==> config.mk <==
export PLATFORM = sky130hd
export DESIGN_NAME = calc_op_sequencer
export DESIGN_NICKNAME = d
export VERILOG_FILES = /design/src/rtl/calc_op_sequencer_pkg.sv /design/src/rtl/calc_op_sequencer_enter_press_detect.sv /design/src/rtl/calc_op_sequencer.sv
export SDC_FILE = /design/constraint.sdc
export NUM_CORES = 1
export LEC_CHECK = 0
export CAP_MARGIN = 30
export CORE_MARGIN = 8
export CORE_UTILIZATION = 52
export CTS_CLUSTER_SIZE = 14
export DETAILED_ROUTE_END_ITERATION = 10
export GPL_ROUTABILITY_DRIVEN = 0
export PLACE_DENSITY = 0.83
export RECOVER_POWER = 25
export SLEW_MARGIN = 20
export SYNTH_ARGS = -nofsm -noshare
export SYNTH_HDL_FRONTEND = slang
export SYNTH_SLANG_ARGS = --single-unit
==> constraint.sdc <==
create_clock -name CLK -period 2.7 [get_ports CLK]
set_clock_uncertainty 0.15 [all_clocks]
set_input_delay 0.675 -clock CLK [delete_from_list [all_inputs] [get_ports CLK]]
set_output_delay 0.675 -clock CLK [all_outputs]
set_load 0.01 [all_outputs]
==> src/rtl/calc_op_sequencer_pkg.sv <==
// Shared definitions for the calculator sequencer: state codes, opcodes, control word.
// Latency: n/a (types, constants and a pure decode function only).
// Backpressure: n/a.
package calc_op_sequencer_pkg;

    // Sequencer states, 3-bit encoding
    typedef enum logic [2:0] {
        ST_IDLE      = 3'd0,
        ST_LOAD_A    = 3'd1,
        ST_LOAD_OP   = 3'd2,
        ST_LOAD_B    = 3'd3,
        ST_START_ALU = 3'd4,
        ST_WAIT_ALU  = 3'd5,
        ST_SHOW      = 3'd6,
        ST_ERROR     = 3'd7
    } state_t;

    // Opcode values as seen on the Op switches
    localparam logic [1:0] OP_ADD = 2'b00;
    localparam logic [1:0] OP_SUB = 2'b01;
    localparam logic [1:0] OP_MUL = 2'b10;
    localparam logic [1:0] OP_DIV = 2'b11;

    // Control word driven to the datapath; *_n fields are active-low
    typedef struct packed {
        logic reset_n;
        logic a_load_n;
        logic op_load_n;
        logic b_load_n;
        logic r_load_n;
        logic ou_load;
        logic iu_au;
        logic alu_start;
        logic err;
        logic busy;
    } ctrl_t;

    // Moore output decode: control word belonging to each state
    function automatic ctrl_t decode_ctrl(input state_t s);
        ctrl_t c;
        c = '{reset_n: 1'b1, a_load_n: 1'b1, op_load_n: 1'b1, b_load_n: 1'b1,
              r_load_n: 1'b1, ou_load: 1'b0, iu_au: 1'b0, alu_start: 1'b0,
              err: 1'b0, busy: 1'b0};
        case (s)
            ST_IDLE: begin
                c.reset_n = 1'b0;
                c.ou_load = 1'b1;
            end
            ST_LOAD_A:    c.a_load_n  = 1'b0;
            ST_LOAD_OP:   c.op_load_n = 1'b0;
            ST_LOAD_B:    c.b_load_n  = 1'b0;
            ST_START_ALU: begin
                c.alu_start = 1'b1;
                c.busy      = 1'b1;
            end
            ST_WAIT_ALU: begin
                c.iu_au = 1'b1;
                c.busy  = 1'b1;
            end
            ST_SHOW: begin
                c.r_load_n = 1'b0;
                c.iu_au    = 1'b1;
            end
            ST_ERROR: begin
                c.iu_au = 1'b1;
                c.err   = 1'b1;
            end
            default: c.reset_n = 1'b0;
        endcase
        return c;
    endfunction

endpackage

==> src/rtl/calc_op_sequencer_enter_press_detect.sv <==
// Synchronises an active-low pushbutton and emits a one-cycle pulse per press (falling edge).
// Latency: pulse appears SYNC_STAGES+1 cycles after the button falls; held button gives one pulse.
// Backpressure: none; pulses are fire-and-forget, the consumer drops any it cannot use.
module enter_press_detect
    import calc_op_sequencer_pkg::*;
#(
    parameter int SYNC_STAGES = 2
) (
    input  logic CLK,
    input  logic CLR,
    input  logic btn_n,
    output logic press
);

    logic [SYNC_STAGES-1:0] sync;
    logic                   hist;
    // primed[SYNC_STAGES] is set once both sync output and hist hold real button samples,
    // so a button already held low when CLR releases is not mistaken for a new press
    logic [SYNC_STAGES:0]   primed;

    // Synchroniser chain, edge history and one-shot pulse register
    always_ff @(posedge CLK or negedge CLR) begin
        if (!CLR) begin
            sync   <= '1;
            hist   <= 1'b1;
            primed <= '0;
            press  <= 1'b0;
        end else begin
            sync   <= {sync[SYNC_STAGES-2:0], btn_n};
            hist   <= sync[SYNC_STAGES-1];
            primed <= {primed[SYNC_STAGES-1:0], 1'b1};
            press  <= primed[SYNC_STAGES] & hist & ~sync[SYNC_STAGES-1];
        end
    end

endmodule

==> src/rtl/calc_op_sequencer.sv <==
// Calculator sequencer: steps A -> opcode -> B entry on Enter, runs the ALU with a watchdog, traps divide-by-zero.
// Latency: state advances one cycle after the internal press pulse; outputs are registered with the state.
// Backpressure: presses arriving while the ALU is busy are dropped; ALU_Done outside WAIT_ALU is ignored.
module calc_op_sequencer
    import calc_op_sequencer_pkg::*;
#(
    parameter int         SYNC_STAGES    = 2,
    parameter int         TIMEOUT_CYCLES = 32,
    parameter logic [1:0] DIV_OPCODE     = OP_DIV
) (
    input  logic       CLK,
    input  logic       CLR,
    input  logic       Enter,
    input  logic [1:0] Op,
    input  logic       B_Zero,
    input  logic       ALU_Done,
    output logic       A_Load,
    output logic       OP_Load,
    output logic       B_Load,
    output logic       R_Load,
    output logic       ALU_Start,
    output logic       OU_Load,
    output logic       RESET,
    output logic       IU_AU,
    output logic       ERR,
    output logic       Busy
);

    localparam int               CNT_W   = $clog2(TIMEOUT_CYCLES);
    localparam logic [CNT_W-1:0] WD_LAST = CNT_W'(TIMEOUT_CYCLES - 1);

    state_t           state;
    state_t           nxt;
    ctrl_t            ctrl;
    logic [1:0]       opreg;
    logic [CNT_W-1:0] wd_cnt;
    logic             press;

    enter_press_detect #(
        .SYNC_STAGES(SYNC_STAGES)
    ) u_enter (
        .CLK  (CLK),
        .CLR  (CLR),
        .btn_n(Enter),
        .press(press)
    );

    // Next-state selection; press pulses are only consumed in the operator-facing states
    always_comb begin
        nxt = state;
        case (state)
            ST_IDLE:      if (press) nxt = ST_LOAD_A;
            ST_LOAD_A:    if (press) nxt = ST_LOAD_OP;
            ST_LOAD_OP:   if (press) nxt = ST_LOAD_B;
            ST_LOAD_B: begin
                if (press) begin
                    if (opreg == DIV_OPCODE && B_Zero) nxt = ST_ERROR;
                    else                               nxt = ST_START_ALU;
                end
            end
            ST_START_ALU: nxt = ST_WAIT_ALU;
            ST_WAIT_ALU: begin
                // Done on the final watchdog cycle still counts as success
                if (ALU_Done)                nxt = ST_SHOW;
                else if (wd_cnt == WD_LAST)  nxt = ST_ERROR;
            end
            ST_SHOW:      if (press) nxt = ST_LOAD_A;
            ST_ERROR:     if (press) nxt = ST_IDLE;
            default:      nxt = ST_IDLE;
        endcase
    end

    // State, registered control word, latched opcode and ALU watchdog
    always_ff @(posedge CLK or negedge CLR) begin
        if (!CLR) begin
            state  <= ST_IDLE;
            ctrl   <= decode_ctrl(ST_IDLE);
            opreg  <= 2'b00;
            wd_cnt <= '0;
        end else begin
            state <= nxt;
            ctrl  <= decode_ctrl(nxt);
            // Divide check must use the opcode the datapath latched, not the live switches
            if (state == ST_LOAD_OP && press) opreg <= Op;
            if (state == ST_START_ALU)
                wd_cnt <= '0;
            else if (state == ST_WAIT_ALU && wd_cnt != WD_LAST)
                wd_cnt <= wd_cnt + 1'b1;
        end
    end

    assign RESET     = ctrl.reset_n;
    assign A_Load    = ctrl.a_load_n;
    assign OP_Load   = ctrl.op_load_n;
    assign B_Load    = ctrl.b_load_n;
    assign R_Load    = ctrl.r_load_n;
    assign OU_Load   = ctrl.ou_load;
    assign IU_AU     = ctrl.iu_au;
    assign ALU_Start = ctrl.alu_start;
    assign ERR       = ctrl.err;
    assign Busy      = ctrl.busy;

endmodule
# Word level (Yosys, flattened, before mapping)
# Cells that the tools add are included.
[totals]
register_bits = 27
latchBits = 0
mem_bits_rw = 0
mem_bits_ro = 0
in_bits = 7
memories = 0
[classes]
n_addsub = 1
mul = 0
div = 0
magnitude_cmp = 0
n_eq_ne = 17
shifts = 0
n_mux = 21
n_bitwise = 3
n_reduce_logical = 9
[op_table]
columns = ["cell", "n"]
rows = [
  ["3-bit equality test, second input constant", 8],
  ["3-bit two-way mux", 7],
  ["3-bit case mux with 7 select lines", 1],
  ["3-bit by 2-bit equality test with 1-bit output, second input constant", 4],
  ["1-bit two-way mux", 10],
  ["5-bit two-way mux", 2],
  ["3-bit by 1-bit equality test with 1-bit output, second input constant", 2],
  ["3-bit logical NOT", 2],
  ["5-bit by 1-bit adder with 5-bit output, second input constant", 1],
  ["5-bit equality test, second input constant", 1],
  ["5-bit inequality test, second input constant", 1],
  ["2-bit OR reduction", 2],
  ["1-bit logical AND", 3],
  ["3-bit OR reduction", 1],
  ["1-bit bitwise AND", 2],
  ["2-bit equality test, second input constant", 1],
  ["2-bit two-way mux", 1],
  ["2-bit nonzero test", 1],
  ["1-bit NOT", 1],
]

# Depth between registers and ports, before layout
# Gate-level depths: netlist of run 1.
[logic_depth]
ltp_word = 8
ltp_mapped = 8

# By module
# A second synthesis of run 1 with hierarchy kept.
[unflattened]
cells_unflattened = 91
area_unflattened_um2 = 1138.6
[by_module_without_submodules]
columns = ["mod", "instances", "cells_each", "area_each_um2", "seq_area_each_um2"]
rows = [
  ["calc_op_sequencer", 1, 82, 947.2, 506.7],
  ["enter_press_detect", 1, 9, 191.4, 178.9],
]

# Worst setup path after synthesis of run 1
# OpenSTA, ideal clock, no wires.
[synth_timing]
path_kind = "register -> register"
startpoint = "register wd_cnt[0]"
endpoint = "register ctrl, in the netlist RESET"
t_arrival_ns = 2.131
t_required_ns = 2.419
slack_ns = 0.287
path_stages_with_launch = 9
n_path_buf = 1
synth_period_minus_slack_ns = 2.413
cell_sequence = "dfrtp_1 -> ha_1 -> and3_1 -> ha_1 -> or2_0 -> a32o_2 -> o32a_1 -> buf_6 -> or3_1"
[synth_between]
elab_chain_cells = 6
[synth_lines]
columns = ["item", "line_no", "rtl"]
rows = [
  ["start, declared", "calc_op_sequencer.sv:36", "logic [CNT_W-1:0] wd_cnt;"],
  ["start signal, assigned", "calc_op_sequencer.sv:88", "wd_cnt <= wd_cnt + 1'b1;"],
  ["5-bit equality test", "calc_op_sequencer.sv:65", "else if (wd_cnt == WD_LAST) nxt = ST_ERROR;"],
  ["3-bit two-way mux", "calc_op_sequencer.sv:65", ""],
  ["3-bit two-way mux", "calc_op_sequencer.sv:64", "if (ALU_Done) nxt = ST_SHOW;"],
  ["3-bit case mux with 7 select lines", "calc_op_sequencer.sv:51", "case (state)"],
  ["net nxt[1]", "calc_op_sequencer.sv:33", "state_t nxt;"],
  ["3-bit logical NOT", "calc_op_sequencer_pkg.sv:44", "case (s)"],
  ["1-bit two-way mux", "calc_op_sequencer_pkg.sv:44", ""],
  ["end signal, assigned", "calc_op_sequencer.sv:77", "ctrl <= decode_ctrl(ST_IDLE);"],
  ["end signal, assigned", "calc_op_sequencer.sv:82", "ctrl <= decode_ctrl(nxt);"],
  ["end, declared", "calc_op_sequencer.sv:34", "ctrl_t ctrl;"],
]
# The timed path passes the listed nets, and every way through them passes these cells.
# A chain may end at the register's enable or synchronous reset.

# Worst setup path after layout of run 1
[layout_timing]
startpoint = "register wd_cnt[0]"
endpoint = "register ctrl, in the netlist RESET"
[layout_between]
elab_chain_cells = 6
[layout_lines]
columns = ["item", "line_no"]
rows = [
  ["5-bit equality test", "calc_op_sequencer.sv:65"],
  ["3-bit two-way mux", "calc_op_sequencer.sv:65"],
  ["3-bit two-way mux", "calc_op_sequencer.sv:64"],
  ["3-bit case mux with 7 select lines", "calc_op_sequencer.sv:51"],
  ["3-bit logical NOT", "calc_op_sequencer_pkg.sv:44"],
  ["1-bit two-way mux", "calc_op_sequencer_pkg.sv:44"],
]
# Every way passes these cells.

==> summary.txt, run 1 <==
Final Cell Area = 1350 µm²
Area Overhead vs Synth = 17.9%
final hold violations = 0
core area = 2150 µm²
vias in the first global route = 785
top cells by area, synth = dfrtp_1, dfstp_2, a22o_1
Max Root-Sink Buffers = 2
Syn Inst Count = 92
number of port buffers = 16
Die Width = 62.8 µm
largest net degree at the start of global routing = 28
Leak = 0.584 nW
number of max-cap violations = 0
setup TNS = 0 ps
Die Y = 62.8 µm
H-Tree Depth = 1
async set-reset flop share out of synthesis = 100%
clk sink count = 27
Worst-path clk slew = 130 ps
vias per cell = 5.66
count of final setup violators = 0
Rel. slew slack = 6.07%
top-count cell post-synth = dfrtp_1
Avg Synthesized Cell Area = 12.4 µm²
Row Count = 17
Inserted Diodes = 0
flip-flop and latch area = 686 µm²
Critical Setup Path Class = flop to flop
# IOs = 17
area of the multi-input gates = 415 µm²
Worst-Margin Slew = 1410 ps
overflow left after global routing = 0
first-pass GRT wire length = 3550 µm
Hold Path Class = flop to flop
initial antenna violation count = 0
Synth area leader = dfrtp_1
RSZ-0062 raised after global routing = no
Crit. End Element = flop
pre-CTS WS = 256 ps
required time of the worst setup path = 2760 ps
number of synthesized flops with an enable pin = 0
nets = 119
# Post-CTS Setup Buffers = 0
cts hold-fix bufs = 0
FILL cells = 159
Power Density = 1060 nW/µm²
TritonRoute pass-1 iters = 4
Skew-Pair Late Insertion Delay = 310 ps
Synth top area share = 41.7%
Arrival @ worst endpoint = 2490 ps
HPWL after DPL = 1480 µm
Final Max Tran Viols = 0
Max Freq = 0.412 GHz
DRT Wirelength = 2080 µm
number of synthesized register bits = 27
GRT Total Usage = 11.0%
post-route ant nets = 0
sequential area share after synthesis = 60.1%
Synth Flop Type = dfrtp_1
CP max FO = 7
worst setup margin = 271 ps
dpl cell area = 1320 µm²
TritonCTS Buffers = 3
DR WL/cell = 15.2 µm
fin crit share = 89.9%
DIE AREA = 3950 µm²
DRC errors left = 0
Mapped Nets = 101
Vias = 775
minimum clock period = 2430 ps
initial core utilization = 53.1%
type of origin of the critical path = flop
ratio of cells with drive above 1 in the final layout = 17.4%
CTS Root Buffer Type = clkbuf_4
commonest cells in the netlist = dfrtp_1, a22o_1, dfstp_2
Synth Cell Area = 1140 µm²
status = finished clean
YS warnings = 0
maximum vdd ir drop = 701 µV
DR iter-0 viols = 25
Unique masters post-synth = 37
post-cts sizing count = 0
CTS tree = done
## per-stage QoR
stage | total power [mW] | instances | util (%) | hold WS [ps]
after floorplan | 1.06 | 92 | - | 181
after global placement | 1.23 | 133 | 61.6 | 182
after detailed placement | 1.26 | 133 | 61.6 | 189
after CTS | 1.43 | 137 | 62.8 | 216
after global routing | 1.52 | 137 | 62.6 | 219
final | 1.42 | 137 | 62.6 | 215
## critical path, stage by stage, from the launching register on
cell and delay, ps:
dfrtp_1 440, ha_1 230, and3_1 190, ha_1 250, or2_0 240, a32o_2 270, o32a_1 180, or3_1 370
## registers in the layout, indices dropped and copies added (netlist names)
name	cells
A_Load	1
IU_AU	1
ALU_Start	1
B_Load	1
Busy	1
u_enter.hist	1
OP_Load	1
u_enter.primed	3
ERR	1
OU_Load	1
wd_cnt	5
R_Load	1
u_enter.sync	2
opreg	2
u_enter.press	1
RESET	1
state	3
## worst paths after layout
check,start,slack (ps),depth (start not counted),endpoint
max,wd_cnt[0],270,7,RESET
min,u_enter.primed[0],210,0,u_enter.primed[1]
max reg2reg,wd_cnt[0],270,7,RESET
min reg2reg,u_enter.primed[0],210,0,u_enter.primed[1]
max in group asynchronous,CLR,530,2,u_enter.press
min in group asynchronous,CLR,1050,2,state[2]
## per-layer routing
layer  part of all wire [%]  up-vias  global-route usage, %
met4                    1.7        0                   5.13
met3                    5.3        5                   3.58
met1                     45      388                   13.4
met2                     48       20                   17.3
li1                       -      362                      -
met5                      0        -                      0
## cell usage in the layout, fill, tap and decap left out, types with 3 or more instances in the layout
| cell | synthesis | layout |
|---|---|---|
| dfrtp_1 | 19 | 19 |
| o22ai_1 | 3 | 3 |
| a22o_1 | 8 | 8 |
| nand2_1 | 4 | 4 |
| dfstp_2 | 8 | 8 |
| clkbuf_4 | 0 | 3 |
| nand2b_1 | 4 | 4 |
| mux2_2 | 3 | 3 |
| clkdlybuf4s50_1 | 0 | 14 |
| nor3_1 | 4 | 4 |
| nor2_1 | 4 | 4 |
## where the power goes
group	internal (mW)	switching, mW
combinational	0.317	0.276
clock	0.0577	0.109
sequential	0.544	0.116
## cell families (layout without fill, tap and decap cells)
family                   Yosys count  in the layout  synth area share [%]
AND/OR/NAND/NOR                   29             29                  14.9
flip-flops                        27             27                  60.1
AO/OA/AOI/OAI                     22             22                  15.1
buffers and inverters              7             24                  3.51
multiplexers                       4              4                  3.84
adder cells (fa/ha/maj)            2              2                  2.19
other                              1              1                 0.329
## layout make-up
cell class / count / area share, %
multi-input combinational: 58 / 30.9
timing repair buffer: 19 / 13.3
sequential: 27 / 51.0
tap: 28 / 2.60
clock buffer: 4 / 1.95
inverter: 1 / 0.279
Note: power is estimated with default switching activity, not from simulation.
==> run 2, diff against run 1 <==
--- a/config.mk
+++ b/config.mk
@@ -7,11 +7,12 @@
 export LEC_CHECK = 0
 export CAP_MARGIN = 30
 export CORE_MARGIN = 8
-export CORE_UTILIZATION = 52
+export CORE_UTILIZATION = 27
 export CTS_CLUSTER_SIZE = 14
 export DETAILED_ROUTE_END_ITERATION = 10
 export GPL_ROUTABILITY_DRIVEN = 0
-export PLACE_DENSITY = 0.83
+export HOLD_SLACK_MARGIN = 0.1
+export PLACE_DENSITY = 0.52
 export RECOVER_POWER = 25
 export SLEW_MARGIN = 20
 export SYNTH_ARGS = -nofsm -noshare
==> run 2 against run 1 <==
  * Die area grew 66%
  * Power grew 3.5%
  * Combinational power shrank 2%
  * Clock-buffer cell count is the same
  * Wire length grew 4.3%
  * Clock power grew 32%
  * Critical path depth is the same
  * Sequential cell count is the same
  * Core utilization shrank 28 points
  * Register-to-register slack is essentially flat
  * First-iteration DRC count shrank 8.0%
  * Cell count grew 16%
  * Largest cell class unchanged
  * Largest power group unchanged
==> summary.txt, run 2 (synthesis gave the netlist of run 1 again) <==
status = finished clean
Hold Path Class = flop to flop
Area Overhead vs Synth = 21.9%
cts hold-fix bufs = 0 (unchanged)
Max Root-Sink Buffers = 2 (unchanged)
required time of the worst setup path = 2700 ps (-60 ps)
number of max-cap violations = 0 (unchanged)
Vias = 731 (-5.7%)
GRT Total Usage = 7.10% (-3.9 points)
max reg flops = 5 (unchanged)
Largest regs = wd_cnt x5, state x3, u_enter.primed x3
CTS tree = done
overflow left after global routing = 0 (unchanged)
largest net degree at the start of global routing = 28 (unchanged)
CTS Root Buffer Type = clkbuf_8
type of origin of the critical path = flop
DR WL/cell = 13.7 µm (-10%)
setup TNS = 0 ps (unchanged)
HPWL after DPL = 1520 µm (+3.2%)
Final Max Tran Viols = 0 (unchanged)
first-pass GRT wire length = 3670 µm (+3.3%)
Power Density = 1060 nW/µm² (about the same)
Row Count = 23 (+6)
TritonRoute pass-1 iters = 4 (unchanged)
CP Launch Point = wd_cnt[0]
CP max FO = 7 (unchanged)
final hold violations = 0 (unchanged)
Die Y = 81.0 µm (+29%)
RSZ-0062 raised after global routing = no
most common cell after layout, fill and taps aside = dfrtp_1
Worst-Margin Slew = 1440 ps (+30.2 ps)
ratio of cells with drive above 1 in the final layout = 16.5% (-0.92 points)
initial antenna violation count = 0 (unchanged)
DRT Wirelength = 2170 µm (+4.3%)
Die Width = 81.0 µm (+29%)
vias in the first global route = 768 (-2.2%)
clk sink count = 27 (unchanged)
fin crit share = 90.2% (+0.25 points)
# IOs = 17 (unchanged)
vias per cell = 4.60 (-19%)
minimum clock period = 2440 ps (+6.75 ps)
# Post-CTS Setup Buffers = 0 (unchanged)
post-cts sizing count = 0 (unchanged)
number of port buffers = 16 (unchanged)
most frequent cells in the layout = dfrtp_1, clkdlybuf4s50_1, a22o_1, dfstp_2
Most flops, register = wd_cnt
H-Tree Depth = 1 (unchanged)
DRC errors left = 0 (unchanged)
Rel. slew slack = 4.06% (-2.0 points)
Skew-Pair Late Insertion Delay = 260 ps (-50 ps)
DIE AREA = 6560 µm² (+66%)
Critical Setup Path Class = flop to flop
Max Freq = 0.411 GHz (-0.28%)
startpoint of the worst hold path = u_enter.primed[1]
Final Cell Area = 1390 µm² (+3.4%)
maximum vdd ir drop = 449 µV (-36%)
Inserted Diodes = 0 (unchanged)
dpl cell area = 1350 µm² (+2.1%)
core area = 4030 µm² (+88%)
Leak = 0.591 nW (+1.2%)
Crit. End Element = flop
Arrival @ worst endpoint = 2440 ps (-50 ps)
DR iter-0 viols = 23 (-8.0%)
count of final setup violators = 0 (unchanged)
initial core utilization = 28.3% (-25 points)
post-route ant nets = 0 (unchanged)
TritonCTS Buffers = 3 (unchanged)
nets = 119 (unchanged)
Worst-path clk slew = 90 ps (-40 ps)
Reg-to-Reg Start = wd_cnt[0]
[run 2: changes by cell type in the layout (fill, tap and decap cells not counted)]
| cell | before | now |
|---|---|---|
| clkbuf_4 | 3 | 0 |
| dfstp_1 | 0 | 1 |
| dfstp_2 | 8 | 7 |
| clkbuf_8 | 0 | 3 |
[run 2: worst max-delay path: stages, from the launching register on]
cell	delay, ps
dfrtp_1	420
ha_1	240
and3_1	190
ha_1	250
or2_0	250
a32o_2	270
o32a_1	190
or3_1	370
[run 2: area by class of cell]
| type | count | area [µm²] |
|---|---|---|
| flip-flops and latches | 27 | 686 |
| clock buffers | 4 | 45.0 |
| repair buffers | 19 | 179 |
| well taps | 50 | 62.6 |
| multi-input cells | 58 | 415 |
| inverters | 1 | 3.75 |
| fillers | 405 | 2640 |
[run 2: metrics by stage]
stage          hold slack, ps  cells  worst slack (ps)  total power [mW]  utilization [%]
2_1_floorplan             181     92               287              1.06                -
3_3_place_gp              182    155               267              1.25             33.5
3_5_place_dp              186    155               237              1.26             33.5
4_1_cts                   206    159               241              1.49             34.6
5_1_grt                   217    159              90.6              1.59             34.5
6_report                  205    159               265              1.47             34.5
[run 2: path summary, 6_finish.rpt]
kind	slack, ps	cells past startpoint	to
max in group asynchronous	440	2	opreg[1]
hold reg to reg	210	0	u_enter.primed[2]
min in group asynchronous	1120	2	wd_cnt[4]
hold / removal	210	0	u_enter.primed[2]
setup / recovery	260	7	RESET
setup reg to reg	260	7	RESET
[run 2: report_power, final]
group	switching, mW	internal (mW)	leakage [nW]
logic	0.268	0.316	0.247
clock network	0.116	0.105	0.0228
registers	0.120	0.545	0.322
total	0.503	0.967	0.591
[run 2: per-layer routing]
| layer | track usage [%] | vias to the layer above | routed length (µm) |
|---|---|---|---|
| met5 | 0 | - | 0 |
| met4 | 2.14 | 0 | 15 |
| met3 | 3.09 | 2 | 166 |
| met2 | 9.70 | 15 | 898 |
| met1 | 9.80 | 351 | 1090 |
| li1 | - | 363 | - |
==> run 3, diff against run 2 <==
--- a/config.mk
+++ b/config.mk
@@ -10,9 +10,10 @@
 export CORE_UTILIZATION = 27
 export CTS_CLUSTER_SIZE = 14
 export DETAILED_ROUTE_END_ITERATION = 10
+export DONT_BUFFER_PORTS = 1
 export GPL_ROUTABILITY_DRIVEN = 0
 export HOLD_SLACK_MARGIN = 0.1
-export PLACE_DENSITY = 0.52
+export PLACE_DENSITY = 0.46
 export RECOVER_POWER = 25
 export SLEW_MARGIN = 20
 export SYNTH_ARGS = -nofsm -noshare
==> run 3 against run 2 <==
  * Clock power about the same
  * Critical path depth unchanged
  * Sequential power up 5.1%
  * Cell count down 9.4%
  * Sequential share of layout area up 6.0 points
  * Power down 7.0%
  * Maximum frequency up 0.34%
  * Largest power group unchanged
  * Non-clock buffer count down 15
  * Largest cell class unchanged
==> summary.txt, run 3 (synthesis gave the netlist of run 1 again) <==
Reg-to-Reg Start = wd_cnt[0]
H-Tree Depth = 1 (unchanged)
CP top delay family = simple AND/OR/NAND/NOR gates
fin crit share = 89.9% (-0.31 points)
Max Freq = 0.412 GHz (+0.34%)
Critical Setup Path Class = flop to flop
maximum vdd ir drop = 471 µV (+4.7%)
# IOs = 17 (unchanged)
largest stage delay on the critical path = 420 ps (about the same)
Vias = 704 (-3.7%)
grt peak-use layer = met2
R2R setup slack = 270 ps (about the same)
M2 GR Usage = 11.9% (+2.2 points)
Worst-Margin Slew = 1370 ps (-65.1 ps)
final hold violations = 0 (unchanged)
status = finished clean
Final Max Tran Viols = 0 (unchanged)
Hold Path Class = flop to flop
Row Count = 23 (unchanged)
Area Overhead vs Synth = 8.77%
Leak = 0.533 nW (-9.8%)
M3 GR Usage = 3.09% (unchanged)
Crit-path slowest cell = dfrtp_1
DRC errors left = 0 (unchanged)
Skew-Pair Late Insertion Delay = 270 ps (about the same)
DR WL/cell = 14.6 µm (+6.9%)
Crit. End Element = flop
first-pass GRT wire length = 3660 µm (-0.19%)
overflow left after global routing = 0 (unchanged)
setup TNS = 0 ps (unchanged)
DR iter-0 viols = 40 (+74%)
Max Root-Sink Buffers = 2 (unchanged)
Die Width = 81.0 µm (unchanged)
most common cell after layout, fill and taps aside = dfrtp_1
Hold Path Sink = u_enter.primed[2]
Power Density = 1100 nW/µm² (+4.2%)
Largest regs = wd_cnt x5, state x3, u_enter.primed x3
max reg flops = 5 (unchanged)
CP most frequent cell = ha_1
nets = 104 (-13%)
worst reg-to-reg path cell count = 7 (unchanged)
FF-to-FF End = RESET
count of final setup violators = 0 (unchanged)
post-route ant nets = 0 (unchanged)
required time of the worst setup path = 2700 ps (about the same)
Most flops, register = wd_cnt
WHS Path Cells = 0 (unchanged)
CTS Root Buffer Type = clkbuf_8
Arrival @ worst endpoint = 2420 ps (-20 ps)
core area = 4030 µm² (unchanged)
type of origin of the critical path = flop
vias in the first global route = 742 (-3.4%)
GR Util met1 = 7.66% (-2.1 points)
CTS tree = done
Die Y = 81.0 µm (unchanged)
HPWL after DPL = 1510 µm (-0.73%)
RSZ-0062 raised after global routing = no
clk sink count = 27 (unchanged)
Worst-path clk slew = 80 ps (about the same)
Crit path buffers/inverters = 0 (unchanged)
Inserted Diodes = 0 (unchanged)
DRT Wirelength = 2100 µm (-3.2%)
Rel. slew slack = 8.41% (+4.3 points)
TritonCTS Buffers = 3 (unchanged)
TritonRoute pass-1 iters = 4 (unchanged)
vias per cell = 4.89 (+6.3%)
CP max FO = 7 (unchanged)
initial core utilization = 28.3% (unchanged)
FILL cells = 421 (+4.0%)
number of max-cap violations = 0 (unchanged)
GRT Total Usage = 7.11% (+0.0098 points)
initial antenna violation count = 0 (unchanged)
ratio of cells with drive above 1 in the final layout = 20.2% (+3.7 points)
Cell Chain, Critical Path = ha_1 > and3_1 > ha_1 > or2_0 > a32o_2 > o32a_1 > or3_1
DIE AREA = 6560 µm² (unchanged)
cell count along the critical path = 7 (unchanged)
total chip power = 1.37 mW (-7.0%)
most frequent cells in the layout = dfrtp_1, dfstp_2, a22o_1
startpoint of the worst hold path = u_enter.primed[1]
largest net degree at the start of global routing = 28 (unchanged)
number of port buffers = 0 (-16)
minimum clock period = 2430 ps (-8.35 ps)
==> run 3: what timing repair did <==
item,in CTS,in global routing
hold buffers,2,0
setup buffers,0,0
gates resized for setup,0,0
hold endpoints to repair,27,0
setup endpoints to repair,0,0
==> run 3: worst max-delay path by stage <==
stage	startpoint	to	slack, ps
after floorplan	wd_cnt[0]	RESET	290
after global placement	wd_cnt[0]	RESET	360
after detailed placement	wd_cnt[0]	RESET	290
after CTS	wd_cnt[0]	RESET	260
after global routing	CLR	wd_cnt[0]	140
final	wd_cnt[0]	RESET	270
==> run 3: routing by layer <==
layer / share of wire (%) / wire (µm) / up-vias
met5: 0 / 0 / -
met4: 1.5 / 31 / 0
met3: 7.3 / 154 / 4
met2: 49 / 1040 / 10
met1: 42 / 881 / 356
li1: - / - / 334
==> run 3: area by class of cell <==
cell class / instances / area [µm²] / area share [%]
flip-flops and latches: 27 / 686 / 55.2
repair buffers: 4 / 28.8 / 2.32
well taps: 50 / 62.6 / 5.04
clock buffers: 4 / 45.0 / 3.63
inverters: 1 / 3.75 / 0.302
multi-input cells: 58 / 415 / 33.5
==> run 3: report_power, final <==
group          switching [mW]  internal (mW)
Combinational           0.225          0.225
Sequential              0.152          0.547
Clock                   0.112          0.105
==> run 3: through the flow <==
stage               util (%)  cell area, µm²  hold WS [ps]  worst slack [ps]  std cells
finish                  30.8            1240           204               273        144
global route            30.8            1240           207               141        144
CTS                     31.2            1260           205               260        144
detailed placement      29.3            1180           185               289        138
global placement        29.3            1180           185               356        138
floorplan                  -            1140           181               287         92
